==> config.mk <==
export PLATFORM = sky130hd
export DESIGN_NAME = protobuf_field_tokenizer
export DESIGN_NICKNAME = d
export VERILOG_FILES = /design/src/rtl/protobuf_field_tokenizer.sv
export SDC_FILE = /design/constraint.sdc
export NUM_CORES = 1
export LEC_CHECK = 0
export ABC_AREA = 1
export CORE_ASPECT_RATIO = 0.5
export CORE_MARGIN = 1
export CORE_UTILIZATION = 50
export DETAILED_ROUTE_END_ITERATION = 12
export PLACE_DENSITY = 0.7
export SETUP_SLACK_MARGIN = 0.3
export SYNTH_ARGS = -nofsm -noshare
export SYNTH_HDL_FRONTEND = slang
export SYNTH_SLANG_ARGS = --single-unit
==> constraint.sdc <==
create_clock -name clk -period 3.9 [get_ports clk]
set_input_delay 0.585 -clock clk [delete_from_list [all_inputs] [get_ports clk]]
set_output_delay 0.585 -clock clk [all_outputs]
set_load 0.02 [all_outputs]
==> src/rtl/protobuf_field_tokenizer.sv <==
// Protobuf wire-format tokenizer: splits a serialized byte stream into KEY/VARINT/LEN/PAYLOAD tokens.
// One registered output stage, latency 1, one byte per clock; input stalls only while a token is held.
module protobuf_field_tokenizer #(
  parameter int FIELD_NUM_W      = 5,
  parameter int VALUE_W          = 64,
  parameter int MAX_VARINT_BYTES = 10
) (
  input  logic                   clk,
  input  logic                   rst_n,
  input  logic                   in_valid,
  output logic                   in_ready,
  input  logic [7:0]             in_data,
  input  logic                   in_last,
  output logic                   out_valid,
  input  logic                   out_ready,
  output logic [1:0]             out_kind,
  output logic [FIELD_NUM_W-1:0] out_field_num,
  output logic [2:0]             out_wire_type,
  output logic [VALUE_W-1:0]     out_value,
  output logic                   out_last,
  output logic                   err_valid,
  output logic [1:0]             err_code
);
  localparam int IDX_W = $clog2(MAX_VARINT_BYTES + 1);
  localparam int SH_W  = VALUE_W + 7 * (MAX_VARINT_BYTES + 1);

  localparam logic [1:0] K_KEY = 2'd0, K_VARINT = 2'd1, K_LEN = 2'd2, K_PAY = 2'd3;
  localparam logic [1:0] E_FIELD_RANGE = 2'd0, E_VARINT_OVF = 2'd1,
                         E_BAD_WIRETYPE = 2'd2, E_TRUNCATED = 2'd3;

  typedef enum logic [2:0] {S_KEY, S_VARINT, S_LEN, S_PAY, S_FIX, S_DROP} state_t;

  state_t                 state, state_n;
  logic [VALUE_W-1:0]     acc, acc_n, cnt, cnt_n, acc_upd, emit_val;
  logic [IDX_W-1:0]       idx, idx_n;
  logic [FIELD_NUM_W-1:0] fnum, fnum_n;
  logic [2:0]             wtype, wtype_n, key_wt;
  logic [SH_W-1:0]        shifted;
  logic                   fire, term, ovf, emit, err, key_range_bad;
  logic [1:0]             emit_kind, err_c;

  assign in_ready = !out_valid || out_ready;
  assign fire     = in_valid && in_ready;
  assign term     = !in_data[7];

  // Shift into a wide lane so bits that would fall off the top of acc are still visible.
  assign shifted       = SH_W'(in_data[6:0]) << (7 * idx);
  assign acc_upd       = acc | shifted[VALUE_W-1:0];
  assign ovf           = (idx == IDX_W'(MAX_VARINT_BYTES)) || (|shifted[SH_W-1:VALUE_W]);
  assign key_wt        = acc_upd[2:0];
  assign key_range_bad = (acc_upd[VALUE_W-1:3] == '0) || (|acc_upd[VALUE_W-1:3+FIELD_NUM_W]);

  always_comb begin
    state_n   = state;
    acc_n     = acc;
    idx_n     = idx;
    cnt_n     = cnt;
    fnum_n    = fnum;
    wtype_n   = wtype;
    emit      = 1'b0;
    emit_kind = K_KEY;
    emit_val  = '0;
    err       = 1'b0;
    err_c     = E_FIELD_RANGE;
    if (fire) begin
      acc_n = '0;
      idx_n = '0;
      case (state)
        S_KEY, S_VARINT, S_LEN: begin
          if (ovf) begin
            err     = 1'b1;
            err_c   = E_VARINT_OVF;
            state_n = in_last ? S_KEY : S_DROP;
          end else if (!term) begin
            if (in_last) begin
              err     = 1'b1;
              err_c   = E_TRUNCATED;
              state_n = S_KEY;
            end else begin
              acc_n = acc_upd;
              idx_n = idx + 1'b1;
            end
          end else if (state == S_KEY) begin
            if (key_wt == 3'd3 || key_wt == 3'd4 || key_wt == 3'd6 || key_wt == 3'd7) begin
              err     = 1'b1;
              err_c   = E_BAD_WIRETYPE;
              state_n = in_last ? S_KEY : S_DROP;
            end else if (key_range_bad) begin
              err     = 1'b1;
              err_c   = E_FIELD_RANGE;
              state_n = in_last ? S_KEY : S_DROP;
            end else if (in_last) begin
              err     = 1'b1;
              err_c   = E_TRUNCATED;
              state_n = S_KEY;
            end else begin
              emit      = 1'b1;
              emit_kind = K_KEY;
              emit_val  = acc_upd;
              fnum_n    = acc_upd[3 +: FIELD_NUM_W];
              wtype_n   = key_wt;
              case (key_wt)
                3'd0:    state_n = S_VARINT;
                3'd2:    state_n = S_LEN;
                3'd1: begin
                  cnt_n   = VALUE_W'(8);
                  state_n = S_FIX;
                end
                default: begin
                  cnt_n   = VALUE_W'(4);
                  state_n = S_FIX;
                end
              endcase
            end
          end else if (state == S_VARINT) begin
            emit      = 1'b1;
            emit_kind = K_VARINT;
            emit_val  = acc_upd;
            state_n   = S_KEY;
          end else begin
            // A zero-length LEN completes its field, so it may legally carry in_last.
            if (acc_upd == '0) begin
              emit      = 1'b1;
              emit_kind = K_LEN;
              state_n   = S_KEY;
            end else if (in_last) begin
              err     = 1'b1;
              err_c   = E_TRUNCATED;
              state_n = S_KEY;
            end else begin
              emit      = 1'b1;
              emit_kind = K_LEN;
              emit_val  = acc_upd;
              cnt_n     = acc_upd;
              state_n   = S_PAY;
            end
          end
        end
        S_PAY, S_FIX: begin
          if (cnt == VALUE_W'(1)) begin
            emit      = 1'b1;
            emit_kind = K_PAY;
            emit_val  = VALUE_W'(in_data);
            cnt_n     = '0;
            state_n   = S_KEY;
          end else if (in_last) begin
            err     = 1'b1;
            err_c   = E_TRUNCATED;
            cnt_n   = '0;
            state_n = S_KEY;
          end else begin
            emit      = 1'b1;
            emit_kind = K_PAY;
            emit_val  = VALUE_W'(in_data);
            cnt_n     = cnt - 1'b1;
          end
        end
        S_DROP: begin
          if (in_last) state_n = S_KEY;
        end
        default: state_n = S_KEY;
      endcase
    end
  end

  always_ff @(posedge clk or negedge rst_n) begin
    if (!rst_n) begin
      state         <= S_KEY;
      acc           <= '0;
      idx           <= '0;
      cnt           <= '0;
      fnum          <= '0;
      wtype         <= '0;
      out_valid     <= 1'b0;
      out_kind      <= '0;
      out_field_num <= '0;
      out_wire_type <= '0;
      out_value     <= '0;
      out_last      <= 1'b0;
      err_valid     <= 1'b0;
      err_code      <= '0;
    end else begin
      state <= state_n;
      acc   <= acc_n;
      idx   <= idx_n;
      cnt   <= cnt_n;
      fnum  <= fnum_n;
      wtype <= wtype_n;
      if (fire && emit) begin
        out_valid     <= 1'b1;
        out_kind      <= emit_kind;
        out_field_num <= fnum_n;
        out_wire_type <= wtype_n;
        out_value     <= emit_val;
        out_last      <= in_last;
      end else if (out_ready) begin
        out_valid <= 1'b0;
      end
      err_valid <= fire && err;
      err_code  <= (fire && err) ? err_c : 2'd0;
    end
  end
endmodule

==> summary.txt, run 1 <==
Pwr
  • Pwr dens: 625 nW/um2
  • Peak supply drop: 0.331 mV
  • Pleak: 7.88 nW

Clocking
  • Clock Latency Late Sink: 0.53 ns
  • Cts hold-fix bufs: 0
  • Clock buffer depth: 3
  • TritonCTS Sinks: 222
  • CTS tree: yes
  • H-tree depth: 1
  • CTS root buf: clkbuf_16
  • CTS Buf Count: 22
  • Clk slew on worst S/H paths: 0.06 ns

Synth
  • Register area share after synthesis: 42.6%
  • Post-Synthesis Cells: 1851
  • Syn avg cell area: 7.04 um2
  • Number of flops mapped to enable cells by yosys: 0
  • Xor and xnor area share after synthesis: 3.63%
  • Async set-reset flop share out of synthesis: 100%
  • Post-synthesis compound-gate area fraction: 11.6%
  • Yosys warnings: 0
  • Synth cell types: 40
  • Main combinational cell family by area after synthesis: simple AND/OR/NAND/NOR gates
  • Multiplexer share of the synthesized area: 0%
  • Simple-gate portion of the synthesized area: 31.8%
  • Main synth FF type: dfrtp_1
  • Post-Synth Adder-Cell Area: 0.384%
  • Cell area after synthesis: 13000 um2
  • FF+latch count, synth: 222
  • Syn nets: 1868

Floorplan
  • Initial Util: 51.3%
  • Row cnt: 41
  • DIE HEIGHT: 116 um
  • Die ar.: 26800 um2
  • Die X-Extent: 230 um
  • # IOs: 93
  • Core box area: 25400 um2

Detailed routing
  • Drt via density: 5.54
  • Drt wl/cell: 19.0 um
  • Final ANT Viol Nets: 0
  • DRC: 0
  • Via count: 12800
  • Initial DRT Pass Iterations: 6
  • Total detailed-routing wirelength: 43.9 mm
  • Iter 0 DRT Violations: 1638

Final layout
  • Fin cells: 2313
  • Area grow syn2layout: 18.5%
  • Final core occ: 60.9%
  • Commonest cells after routing, fill and taps aside: nand2_1, nor2_1, dfrtp_1, inv_1, nand3_1
  • FILL cells: 2399
  • Antenna diode count: 0
  • Layout cells sized above 1: 7.57%
  • Leading cell type in the layout, fill and taps excluded: nand2_1
  • Nets: 1972

Place
  • Routability-driven placement congestion ratio: 1.00
  • Inst Count DP: 2275
  • Port Buf Inserts: 92
  • Hpwl dp: 32.2 mm

Critical path
  • Crit. End Element: flop
  • R2R cell count: 16
  • Critical path arrival: 3.85 ns
  • Reg2reg end: cnt[50]
  • WP data required: 4.33 ns
  • Critical-path maximum fanout: 73
  • Setup CP Type: in2reg
  • Worst reg2reg path startpoint: idx[1]
  • R2r setup slk: 0.50 ns
  • Startpoint types: input pin

GRT
  • Vias in the first global route: 11700
  • Grt ovf: 0
  • First-pass GRT wire length: 67.5 mm
  • Largest net degree at the start of global routing: 103
  • GRT Overall Usage: 33.1%
  • Antenna violations before repair: 0

STA
  • Slew at the pin closest to its max-slew limit: 0.814 ns
  • Total Neg Setup Slack: 0 ns
  • Fmax: 0.292 GHz
  • RSZ-0062 raised after global routing: no
  • Crit share post-route: 87.7%
  • Tmin final: 3.42 ns
  • Final slew viol count: 0
  • Final setup violation count: 0
  • Final Hold Fails: 0
  • WHS: 0.122 ns
  • Max transition margin: 45.7%
  • Clk_skew: 0.0163 ns

Min path
  • Hold WC Path Type: in2async

Job
  • Max_cap viols: 0

Status
  • Outcome: completed
==> how the worst max path moves through the flow <==
| stage | end | start | cells after the start | slack, ns |
|---|---|---|---|---|
| 2_1_floorplan | out_value[10] | in_data[0] | 18 | 1.27 |
| 3_3_place_gp | out_wire_type[1] | in_data[2] | 17 | 0.12 |
| 3_5_place_dp | cnt[47] | in_data[2] | 15 | 0.06 |
| 4_1_cts | cnt[50] | idx[1] | 14 | 0.52 |
| 5_1_grt | cnt[48] | in_data[2] | 16 | 0.32 |
| 6_report | cnt[50] | in_data[2] | 15 | 0.48 |
==> final cells by class <==
type                       count  area [um2]  area share (%)
inverter                     222         836            5.41
clock inverter                10         175            1.13
timing repair buffer         168        1600            10.3
multi-input combinational   1319        6220            40.3
clock buffer                  28         634            4.11
sequential                   222        5560            36.0
tap                          344         430            2.79
==> registers in the layout, summed over array words and instances (netlist names), 2 cells and up <==
name	flops
out_value	64
out_wire_type	3
wtype	3
cnt	64
err_code	2
state	3
out_kind	2
acc	64
out_field_num	5
fnum	5
idx	4
==> metal layers <==
layer	vias up	GRT usage [%]	routed length (um)
met5	-	0	0
met2	531	46.1	17700
li1	6168	-	-
met4	0	6.18	699
met3	52	12.5	5330
met1	6053	48.8	20200
==> Yosys cell counts (25+ instances only) <==
cell type,number,area share (%)
o21ai_0,67,2.6
nor2_1,292,8.4
xnor2_1,25,1.7
nand2_1,482,14
o22ai_1,65,3.1
clkbuf_1,48,1.4
xor2_1,29,1.9
nand4_1,47,2.3
dfrtp_1,222,43
inv_1,208,6.0
nand3_1,127,4.9
a21oi_1,87,3.3
==> timing repair <==
action,4_1_cts,5_1_grt
resized for setup,0,5
setup endpoints to repair,0,73
buffers inserted,0,0
==> per-stage QoR <==
step	area, um2	power (mW)	worst slack, ns
finish	15500	9.66	0.480
global route	15500	10.2	0.322
CTS	15400	9.59	0.522
detailed placement	14600	7.16	0.0563
global placement	14600	7.14	0.124
floorplan	13000	5.67	1.27
==> cells by family (layout without fill, tap and decap cells) <==
logic type,after synthesis,in the layout
adders and majority gates,4,4
DFF,222,222
buffers and inverters,310,428
xor gates and xnor gates,54,54
and+or+nand+nor,996,996
AOI/OAI and AO/OA,265,265
==> worst max-delay path, cell delays in order <==
cell and delay, ns:
clkdlybuf4s50_1 0.64, nand2_1 0.19, nor2_1 0.15, nand3_1 0.15
nand2_1 0.08, nor2_1 0.17, nand3_1 0.09, nor2_1 0.19
nand3_1 0.11, nor2_1 0.28, nand2_1 0.23, o21ai_1 0.26
nand3_4 0.19, buf_12 0.25, o21ai_0 0.23
==> where the power goes <==
group | switching, mW | total [mW] | internal [mW] | leakage [nW]
logic | 2.93 | 4.26 | 1.33 | 4.51
clock network | 0.953 | 2.43 | 1.48 | 0.404
registers | 0.292 | 2.98 | 2.69 | 2.97
total | 4.17 | 9.66 | 5.49 | 7.88
(Power assumes the default switching activity.)
==> run 2: changes to the inputs <==
CORE_ASPECT_RATIO = 0.8   (was 0.5)
==> run 2 against run 1 <==
Effect of this change:
- die area decreased by 0.13%
- wire length decreased by 0.35%
- clock power increased by 3%
- clock-buffer cell count increased by 6
- sequential cell count unchanged
- critical path type unchanged
- total power increased by 0.97%
- register-to-register slack improved by 0.03 ns
- design area decreased by 0.15%
- via count increased by 0.91%
==> summary.txt, run 2 (synthesis gave the netlist of run 1 again) <==
Status
  • Outcome: completed

GRT
  • Largest net degree at the start of global routing: 108 (+4.9%)
  • Antenna violations before repair: 1 (+1)
  • Vias in the first global route: 11900 (+2.3%)
  • GRT Overall Usage: 32.9% (-0.22 points)
  • First-pass GRT wire length: 67.9 mm (+0.56%)
  • Grt ovf: 0 (unchanged)

STA
  • Slew at the pin closest to its max-slew limit: 0.834 ns (+0.0202 ns)
  • Final Hold Fails: 0 (unchanged)
  • Tmin final: 3.38 ns (-0.0425 ns)
  • Crit share post-route: 86.6% (-1.1 points)
  • Final slew viol count: 0 (unchanged)
  • RSZ-0062 raised after global routing: no
  • Final setup violation count: 0 (unchanged)
  • Fmax: 0.296 GHz (+1.3%)
  • Clk_skew: 0.0107 ns (-0.00562 ns)
  • Total Neg Setup Slack: 0 ns (unchanged)
  • Max transition margin: 44.4% (-1.3 points)

Final layout
  • Top Registers: acc x64, cnt x64, out_value x64
  • FILL cells: 2406 (+0.29%)
  • Final core occ: 60.7% (-0.20 points)
  • Layout cells sized above 1: 7.09% (-0.48 points)
  • Fin cells: 2313 (unchanged)
  • Commonest cells after routing, fill and taps aside: nand2_1, nor2_1, dfrtp_1, inv_1, nand3_1
  • Area grow syn2layout: 18.3%
  • Nets: 1962 (-0.51%)
  • Leading cell type in the layout, fill and taps excluded: nand2_1

Critical path
  • WP buf/inv: 4 (+2)
  • R2r setup slk: 0.53 ns (+0.03 ns)
  • R2R cell count: 14 (-2)
  • Worst reg2reg path startpoint: idx[1]
  • Reg2reg end: cnt[46]
  • Critical-path maximum fanout: 74 (+1.4%)
  • Crit. End Element: flop
  • CP peak stage delay: 0.78 ns (+0.14 ns)
  • Crit-path most repeated cell: nand2_1
  • Critical path arrival: 3.82 ns (-0.03 ns)
  • Delay-heaviest family, CP: simple AND/OR/NAND/NOR gates
  • Slowest cell on crit path: clkdlybuf4s50_1
  • Cells along the critical path: clkdlybuf4s50_1 -> inv_1 -> nor2_1 -> nand4_1 -> nand2_1 -> inv_1 -> nand2_1 -> nor2_1 -> nand3_1 -> nor2_1 -> nand2_1 -> nand2_1 -> o21ai_1 -> nand3_4 -> buf_12 -> o21ai_0
  • Startpoint types: input pin
  • WP data required: 4.34 ns (about the same)
  • Setup CP Type: in2reg

Floorplan
  • Die X-Extent: 183 um (-21%)
  • Die ar.: 26700 um2 (-0.13%)
  • # IOs: 93 (unchanged)
  • Row cnt: 52 (+27%)
  • Initial Util: 51.2% (-0.093 points)
  • Core box area: 25400 um2 (+0.18%)
  • DIE HEIGHT: 146 um (+26%)

Clocking
  • CTS Buf Count: 25 (+14%)
  • Clock Latency Late Sink: 0.54 ns (about the same)
  • TritonCTS Sinks: 222 (unchanged)
  • Cts hold-fix bufs: 0 (unchanged)
  • CTS tree: yes
  • H-tree depth: 1 (unchanged)
  • Clock buffer depth: 3 (unchanged)
  • Clk slew on worst S/H paths: 0.06 ns (about the same)
  • CTS root buf: clkbuf_16

Place
  • Port Buf Inserts: 92 (unchanged)
  • Hpwl dp: 31.8 mm (-1.3%)
  • Routability-driven placement congestion ratio: 0.970 (-3.1%)
  • Inst Count DP: 2268 (-0.31%)

Detailed routing
  • Total detailed-routing wirelength: 43.7 mm (-0.35%)
  • Drt wl/cell: 18.9 um (-0.35%)
  • Via count: 12900 (+0.91%)
  • Drt via density: 5.59 (+0.91%)
  • Final ANT Viol Nets: 0 (unchanged)
  • Iter 0 DRT Violations: 1484 (-9.4%)
  • Initial DRT Pass Iterations: 7 (+1)
  • DRC: 0 (unchanged)

Pwr
  • Pleak: 7.84 nW (-0.57%)
  • Peak supply drop: 0.402 mV (+22%)
  • Tot Pwr: 9.76 mW (+0.97%)
  • Pwr dens: 632 nW/um2 (+1.1%)

Job
  • Max_cap viols: 0 (unchanged)

Min path
  • Hold WC Path Type: in2async
==> run 2: per-stage QoR <==
step / instance area, um2 / setup slack (ns) / hold WS, ns
2_1_floorplan: 13000 / 1.27 / 0.289
5_1_grt: 15400 / 0.320 / 0.193
6_report: 15400 / 0.522 / 0.125
3_3_place_gp: 14500 / 0.0551 / 0.453
3_5_place_dp: 14500 / 0.0498 / 0.457
4_1_cts: 15400 / 0.333 / 0.152
==> run 2: how the worst max path moves through the flow <==
stage	startpoint	end	slack, ns	depth (start not counted)
global route	idx[0]	out_field_num[1]	0.32	19
floorplan	in_data[0]	out_value[10]	1.27	18
CTS	idx[3]	out_field_num[1]	0.33	17
finish	in_data[0]	cnt[46]	0.52	16
detailed placement	in_data[0]	out_field_num[1]	0.05	17
global placement	in_data[0]	out_field_num[1]	0.06	18
==> run 2: power breakdown <==
group | switching (mW) | internal, mW
combinational | 2.88 | 1.36
sequential | 0.317 | 2.69
clock | 0.978 | 1.53
==> run 2: cell type report <==
cell class / count / area, um2 / area share (%)
antenna: 1 / 2.50 / 0.0162
clock buffer: 34 / 709 / 4.60
clock inverter: 9 / 149 / 0.965
inverter: 222 / 835 / 5.41
multi-input combinational: 1319 / 6210 / 40.3
sequential: 222 / 5560 / 36.0
tap: 351 / 439 / 2.85
timing repair buffer: 155 / 1520 / 9.88
==> run 2: worst register-to-register path, delay by kind of cell, from the launching register on <==
family                 cells  cell delay (ns)
and+or+nand+nor            9             1.58
buffers and inverters      3             0.58
AOI/OAI and AO/OA          2             0.53
DFF                        1             0.57
==> run 2: per-layer routing <==
layer | up-vias | GRT usage, % | part of all wire, %
li1 | 6143 | - | -
met1 | 6080 | 50.7 | 46
met2 | 616 | 47.3 | 42
met3 | 81 | 5.59 | 9.1
met4 | 0 | 8.87 | 2.7
met5 | - | 0 | 0
==> run 2: what timing repair did <==
item / CTS / global route
setup buffers: 0 / 1
setup endpoints to repair: 0 / 149
gates resized for setup: 0 / 5
